===== src/rtl/move_scheduler.sv =====
// Queues keyboard pulses and issues them one at a time to the 2048 engine over valid/ready.
// Define VBLANK_SYNC_EN to hold each issue until vertical blanking; otherwise vblank is ignored.
module move_scheduler #(
    parameter int DEPTH   = 4,
    parameter int TIMEOUT = 1024
) (
    input  logic                     clk,
    input  logic                     rst,
    input  logic                     up,
    input  logic                     down,
    input  logic                     left,
    input  logic                     right,
    input  logic                     Enter,
    input  logic                     vblank,
    input  logic                     win,
    input  logic                     GG,
    input  logic                     game_busy,
    input  logic                     cmd_ready,
    output logic                     cmd_valid,
    output logic [2:0]               cmd_code,
    output logic [$clog2(DEPTH):0]   fifo_count,
    output logic                     overflow,
    output logic                     timeout,
    output logic                     locked
);
    localparam int AW = $clog2(DEPTH);
    localparam int CW = $clog2(TIMEOUT);
    localparam logic [AW:0]   FULL    = (AW+1)'(DEPTH);
    localparam logic [CW-1:0] CNT_MAX = CW'(TIMEOUT - 1);

    typedef enum logic [1:0] {IDLE, WAIT_VBLANK, ISSUE, WAIT_DONE} state_t;

    state_t          state_q;
    logic [2:0]      mem_q [DEPTH];
    logic [AW-1:0]   wr_ptr_q, rd_ptr_q, wr_ptr_d, rd_ptr_d, wr_base, rd_base;
    logic [AW:0]     count_q, count_d, count_base;
    logic [CW-1:0]   cnt_q;
    logic [2:0]      head_q, cmd_code_q, key_code;
    logic            cmd_valid_q, overflow_q, timeout_q, locked_q;
    logic            lock_now, lock_any, lock_rise, vblank_ok;
    logic            push_req, push_ok, pop, ovf_set, enter_hs;

`ifdef VBLANK_SYNC_EN
    assign vblank_ok = vblank;
`else
    logic unused_vblank;
    assign unused_vblank = vblank;
    assign vblank_ok     = 1'b1;
`endif

    always_comb begin
        lock_now  = win | GG;
        lock_any  = lock_now | locked_q;
        lock_rise = lock_now & ~locked_q;

        key_code = '0;
        if (!lock_any && up)         key_code = 3'd1;
        else if (!lock_any && down)  key_code = 3'd2;
        else if (!lock_any && left)  key_code = 3'd3;
        else if (!lock_any && right) key_code = 3'd4;
        else if (Enter)              key_code = 3'd5;
        push_req = (key_code != '0);

        // A flush on the lock edge happens first; a surviving pulse is then written into the emptied FIFO.
        count_base = lock_rise ? '0 : count_q;
        wr_base    = lock_rise ? '0 : wr_ptr_q;
        rd_base    = lock_rise ? '0 : rd_ptr_q;
        pop        = (state_q == WAIT_VBLANK) && vblank_ok && !lock_rise && (count_q != '0);
        push_ok    = push_req && ((count_base != FULL) || pop);
        ovf_set    = push_req && !push_ok;

        wr_ptr_d = wr_base + AW'(push_ok);
        rd_ptr_d = rd_base + AW'(pop);
        count_d  = count_base + (AW+1)'(push_ok) - (AW+1)'(pop);

        enter_hs = (state_q == ISSUE) && cmd_valid_q && cmd_ready && (cmd_code_q == 3'd5);
    end

    always_ff @(posedge clk) begin
        if (push_ok) mem_q[wr_base] <= key_code;
    end

    always_ff @(posedge clk) begin
        if (rst) begin
            state_q     <= IDLE;
            wr_ptr_q    <= '0;
            rd_ptr_q    <= '0;
            count_q     <= '0;
            cnt_q       <= '0;
            head_q      <= '0;
            cmd_code_q  <= '0;
            cmd_valid_q <= 1'b0;
            overflow_q  <= 1'b0;
            timeout_q   <= 1'b0;
            locked_q    <= 1'b0;
        end else begin
            locked_q <= lock_now;
            wr_ptr_q <= wr_ptr_d;
            rd_ptr_q <= rd_ptr_d;
            count_q  <= count_d;

            if (ovf_set)       overflow_q <= 1'b1;
            else if (enter_hs) overflow_q <= 1'b0;
            if (enter_hs)      timeout_q  <= 1'b0;

            case (state_q)
                IDLE: begin
                    if (count_q != '0) state_q <= WAIT_VBLANK;
                end
                WAIT_VBLANK: begin
                    if (count_q == '0 || lock_rise) begin
                        state_q <= IDLE;
                    end else if (vblank_ok) begin
                        state_q <= ISSUE;
                        head_q  <= mem_q[rd_ptr_q];
                    end
                end
                ISSUE: begin
                    if (!cmd_valid_q) begin
                        cmd_valid_q <= 1'b1;
                        cmd_code_q  <= head_q;
                    end else if (cmd_ready) begin
                        cmd_valid_q <= 1'b0;
                        cmd_code_q  <= '0;
                        cnt_q       <= '0;
                        state_q     <= WAIT_DONE;
                    end
                end
                WAIT_DONE: begin
                    if (!game_busy) begin
                        state_q <= IDLE;
                    end else if (cnt_q == CNT_MAX) begin
                        state_q   <= IDLE;
                        timeout_q <= 1'b1;
                    end else begin
                        cnt_q <= cnt_q + CW'(1);
                    end
                end
                default: state_q <= IDLE;
            endcase
        end
    end

    assign cmd_valid  = cmd_valid_q;
    assign cmd_code   = cmd_code_q;
    assign fifo_count = count_q;
    assign overflow   = overflow_q;
    assign timeout    = timeout_q;
    assign locked     = locked_q;
endmodule


===== config.mk =====
export PLATFORM = sky130hd
export DESIGN_NAME = move_scheduler
export DESIGN_NICKNAME = d
export VERILOG_FILES = /design/src/rtl/move_scheduler.sv
export SDC_FILE = /design/constraint.sdc
export NUM_CORES = 1
export LEC_CHECK = 0
export BUFFER_PORTS_ARGS = -buffer_cell sky130_fd_sc_hd__buf_4
export CORE_ASPECT_RATIO = 0.5
export CORE_MARGIN = 10
export CORE_UTILIZATION = 40
export DETAILED_ROUTE_END_ITERATION = 6
export MAX_ROUTING_LAYER = met4
export RECOVER_POWER = 100
export SLEW_MARGIN = 20
export SYNTH_ARGS = -nofsm -noshare
export SYNTH_HDL_FRONTEND = slang
export SYNTH_SLANG_ARGS = --single-unit

===== constraint.sdc =====
create_clock -name clk -period 4.6 [get_ports clk]
set_clock_uncertainty 0.05 [all_clocks]
set_input_delay 0.46 -clock clk [delete_from_list [all_inputs] [get_ports clk]]
set_output_delay 0.46 -clock clk [all_outputs]
set_load 0.01 [all_outputs]

# Word level (Yosys, flattened, before mapping)
# Memories as Yosys holds them, arrays and structs flattened. A register that Yosys moved wholly into a read port is not among the register bits.
# Index checks and enable logic that the tools add are counted.
[word_totals]
mem_count = 1
word_cells = 92
reg_bits = 26
ramBits = 12
[classes]
muxes = 32
n_eq_ne = 13
n_addsub = 5
n_reduce_logical = 26
bitwise_logic = 5
[memory_table]
columns = ["name", "depth", "word_bits", "rd", "rd_clocked_by_memory_dff", "write_ports", "line", "text"]
rows = [
  ["mem_q", 4, 3, 1, 1, 1, "34", "logic [2:0] mem_q [DEPTH];"],
]
[op_table]
columns = ["op", "count"]
rows = [
  ["two-way mux 10 bit", 4],
  ["two-way mux 3 bit", 8],
  ["one-hot mux 10 bit (2 select lines)", 1],
  ["two-way mux 2 bit", 8],
  ["inequality test 2 bit, second input constant", 6],
  ["logical AND 1 bit", 11],
  ["adder 10 x 1 -> 10 bit, second input constant", 1],
  ["== test 10 bit, second input constant", 1],
  ["two-way mux 1 bit", 10],
  ["one-hot mux 2 bit (4 select lines)", 1],
  ["inequality test 3 bit, second input constant", 2],
  ["nonzero test 3 bit", 2],
  ["AND reduction 5 bit", 1],
  ["adder 2 x 1 -> 2 bit", 2],
  ["== test 2 bit, second input constant", 2],
  ["AND reduction 2 bit", 2],
  ["AND reduction 4 bit", 1],
  ["nonzero test 2 bit", 2],
  ["adder 3 x 1 -> 3 bit", 1],
  ["== test 3 bit, second input constant", 1],
  ["zero test 1 bit", 3],
  ["zero test 3 bit", 1],
  ["subtractor 3 x 1 -> 3 bit", 1],
  ["== test 2 x 1 -> 1 bit, second input constant", 1],
  ["other kinds (5)", 8],
]

# Depth between registers and ports, before layout
[logic_depth]
word_depth = 13
depth_mapped = 9
depth_no_buf = 9

# Worst setup path after synthesis
# No wires, ideal clock.
[synth_path]
kind = "input to register"
start = "input port GG"
end = "register count_q[1] (netlist: fifo_count[1])"
required_ps = 4423
arrival_time_ps = 2243
cell_stages = 8
path_buffers = 0
slack_ps = 2180
setup_ps = 127
path_cell_list = "o21bai_1 -> o311ai_1 -> inv_1 -> ha_1 -> inv_1 -> ha_1 -> fa_1 -> nor2b_1"
[synth_via]
elab_chain_len = 12
word_cells_on_any_way = 22
cone_classes = "add/sub: 2; eq/ne: 1; mux: 5; bitwise: 3; reduce/logical: 11"
[synth_rtl]
columns = ["element", "line", "text"]
rows = [
  ["start, declared", "16", "input logic GG,"],
  ["OR 1 bit (*)", "52", "lock_now = win | GG;"],
  ["OR 1 bit", "53", "lock_any = lock_now | locked_q;"],
  ["zero test 1 bit", "n/a", ""],
  ["logical AND 1 bit", "60", "else if (!lock_any && right) key_code = 3'd4;"],
  ["two-way mux 3 bit", "60", ""],
  ["two-way mux 3 bit", "59", "else if (!lock_any && left) key_code = 3'd3;"],
  ["two-way mux 3 bit", "58", "else if (!lock_any && down) key_code = 3'd2;"],
  ["two-way mux 3 bit", "57", "if (!lock_any && up) key_code = 3'd1;"],
  ["nonzero test 3 bit", "62", "push_req = (key_code != '0);"],
  ["logical AND 1 bit", "69", "push_ok = push_req && ((count_base != FULL) || pop);"],
  ["adder 3 x 1 -> 3 bit", "74", "count_d = count_base + (AW+1)'(push_ok) - (AW+1)'(pop);"],
  ["subtractor 3 x 1 -> 3 bit (*)", "74", ""],
  ["named net count_d[1]", "36", "logic [AW:0] count_q, count_d, count_base;"],
  ["end signal, assigned", "100", "count_q <= count_d;"],
  ["end, declared", "36", ""],
]
# The timed path passes the listed nets; every way through them passes the cells marked *.
# A chain may end at the register's enable or synchronous reset.

# Final worst setup path
[layout_path]
start = "register count_q[2] (netlist: fifo_count[2])"
end = "register count_q[2] (netlist: fifo_count[2])"
[layout_via]
elab_chain_len = 6
word_cells_on_any_way = 8
cone_classes = "add/sub: 2; eq/ne: 1; mux: 1; reduce/logical: 4"
[layout_rtl]
columns = ["element", "line"]
rows = [
  ["two-way mux 3 bit / nonzero test 3 bit (equally long branches)", "65, 68"],
  ["inequality test 3 bit / logical AND 1 bit (equally long branches)", "69, 68"],
  ["logical OR 1 bit", "69"],
  ["logical AND 1 bit", "69"],
  ["adder 3 x 1 -> 3 bit", "74"],
  ["subtractor 3 x 1 -> 3 bit (*)", "74"],
]
# Mark *: on every way between the ends. The rest lies on a longest branch, timed or not.

==> flow_summary.yaml <==
status:
  violations: "max-capacitance violations, max-slew violations"
  status: "complete, but fails checks"
logic_synthesis:
  synth_area_leaders: "dfxtp_1 (31%), edfxtp_1 (19%), nor2_1 (3.8%)"
  synth_area_leader_cell: "dfxtp_1"
  synth_cell_types: 43
  synth_most_common_cell: "dfxtp_1"
  yosys_most_used_dff: "dfxtp_1"
  netlist_instances: 187
  syn_area_per_cell_um2: 10.2
  synth_seq_cells: 41
  synth-async-reset-ratio_pct: 0
  synth_commonest_cells: "dfxtp_1 (29), nor2_1 (19), a21oi_1 (13)"
  synth_edf_count: 12
  yosysSeqAreaShare_pct: 49.5
  yosysWarnings: 0
  syn_area_um2: 1900
  synth_top_area_share_pct: 30.5
  synth_nets: 205
floorplanning:
  start_util_pct: 42.4
  rows: 17
  die-area_um2: 8080
  coreArea_um2: 4490
  io_pins: 22
  die_w_um: 118
  die_h_um: 68.8
cts:
  cts_setup_buffers: 0
  postCtsHoldBufs: 0
  cts_tree: "built"
  ctsLongestPathBuffers: 2
  cts-htree-levels: 2
  cts_buffers: 5
  cts_resized: 0
  insertion_delay_ns: 0.29
  clkTransAtPathRegs_ns: 0.08
  numClockSinks: 41
  cts-root-buf: "clkbuf_8"
setup_path:
  critical_path.endpoint_type: "register"
  arrival_ns: 3.06
  slowest_stage: "o311ai_0"
  critPathRequiredTime_ns: 4.69
  worstPathCellList: "o311ai_0, inv_1, ha_1, inv_1, ha_1, fa_1, xnor2_1, nor2_1"
  path_class: "register to register"
  cp-start-kind: "register"
  path_buf_inv: 2
  crit_family: "compound AO/OA/AOI/OAI gates"
  crit_path_max_fanout: 6
  max_stage_delay_ns: 1.06
detailed_routing:
  vias_per_cell: 5.32
  routed_wl_mm: 3.85
  postRouteAntennaNets: 0
  dr.pass1.iters: 4
  vias: 1468
  drc: 0
  wire_per_inst_um: 13.9
  drt_iter0_drc: 51
pwr:
  powerDensity_nw_per_um2: 331
  p_clk_share_pct: 33.1
  p_seq_share_pct: 56.7
  p_sw_share_pct: 25.8
  peakVddDrop_mv: 0.143
  pwr-share-comb_pct: 10.2
  intPower_mw: 0.524
  p_leak_nw: 0.771
  p_sw_mw: 0.183
timing:
  max_freq_mhz: 337
  hold_violations: 0
  fin_ws_ns: 1.63
  relSlewSlack_pct: -44.4
  slew_viol_final: 18
  rsz0062_at_grt: "no"
  setup_viol: 0
  fin_crit_sh_pct: 64.6
  timing.setup.tns_ns: 0
  period_needed_ns: 2.97
  worstMarginPinSlew_ns: 2.15
placed_design:
  portBuffers: 20
  place_ws_ns: 1.67
  dp_hpwl_mm: 2.82
  gp_congestion: 0.752
cells_and_area:
  multi_input_area_um2: 888
  drive_gt1_share_pct: 8.57
  fill_cells: 438
  nets: 227
  antennaDiodeCount: 0
  areaGrowthSynthToFinish_pct: 12.4
  area.sequential_um2: 941
grt:
  grt_first_pass_wirelength_mm: 6.52
  grtUsageTotal_pct: 10.1
  grt_pass1_vias: 1417
  grt_max_degree: 26
  antenna_found_initial: 0
  grt_overflow: 0
job:
  maxCapViolCount: 1
hold_path:
  min_path_type: "input port to register"
==> power groups by stage <==
stage,combinational (mW),sequential (mW),clock (mW)
2_1_floorplan,0.0485,0.407,0
3_3_place_gp,0.0751,0.408,0
3_5_place_dp,0.0778,0.409,0
4_1_cts,0.0783,0.401,0.238
5_1_grt,0.0822,0.403,0.256
6_report,0.0720,0.401,0.234
==> flip-flops by register name (all words and copies together) (netlist names), named ones only <==
name,flops
mem_q,12
cnt_q,10
cmd_code,3
fifo_count,3
head_q,3
rd_ptr_q,2
wr_ptr_q,2
cmd_valid,1
locked,1
overflow,1
state_q,1
timeout,1
==> layout make-up <==
type                            instances  share of cell area, %
Sequential cell                        41                   44.0
Multi-Input combinational cell        132                   41.6
Timing Repair Buffer                   21                   5.09
Tap cell                               66                   3.86
Clock buffer                            5                   3.22
Inverter                                8                   1.41
Clock inverter                          3                  0.820
==> metrics by stage <==
stage | instances | hold WS, ns | utilization [%] | total power [mW] | area (µm²)
after floorplan | 187 | 0.406 | - | 0.456 | 1900
after global placement | 268 | 0.425 | 47.0 | 0.483 | 2110
after detailed placement | 268 | 0.435 | 47.2 | 0.487 | 2120
after CTS | 276 | 0.359 | 49.1 | 0.717 | 2200
after global routing | 276 | 0.372 | 47.6 | 0.741 | 2140
final | 276 | 0.363 | 47.6 | 0.707 | 2140
==> per-layer routing <==
metal  track usage (%)  vias to the layer above  wire length, µm
li1                  -                      739                -
met1              11.0                      691             1840
met2              17.8                       31             1860
met3              2.67                        7               99
met4              4.59                        0               45
met5                 -                        -                0
==> worst min-delay path, cell delays in order <==
cell and delay (ns):
buf_4 0.10, nor2_1 0.04, nor2_1 0.07
==> cell families after synthesis <==
logic type	Yosys count	synth area share [%]
buf+inv	14	3.29
simple gates	77	22.2
mux	7	5.66
flops	41	49.5
compound gates	38	13.2
fa+ha+maj	6	4.34
xor+xnor	4	1.84
==> cell usage in the layout (no fill, tap or decap), types with 2 or more instances in the layout <==
cell,instances
o21ai_0,4
clkbuf_8,5
a22oi_1,4
or4_1,9
inv_1,8
a31oi_1,2
nand3_1,8
nand2_1,12
xor2_1,3
o31ai_1,6
ha_1,5
dfxtp_1,29
o41ai_1,2
mux2i_1,4
nor3_1,6
nor2b_1,4
o21bai_1,2
and2_1,2
a21oi_1,13
and3_1,3
buf_4,8
clkbuf_1,13
nor2_1,19
or3_1,3
nor4_1,3
edfxtp_1,12
mux4_2,3
==> path summary, 6_finish.rpt <==
kind | cells past startpoint | slack (ns) | from | to
max | 8 | 1.63 | fifo_count[2] | fifo_count[2]
min | 3 | 0.36 | win | locked
max reg2reg | 8 | 1.63 | fifo_count[2] | fifo_count[2]
min reg2reg | 2 | 0.45 | cnt_q[4] | cnt_q[4]
(Power assumes the default switching activity.)
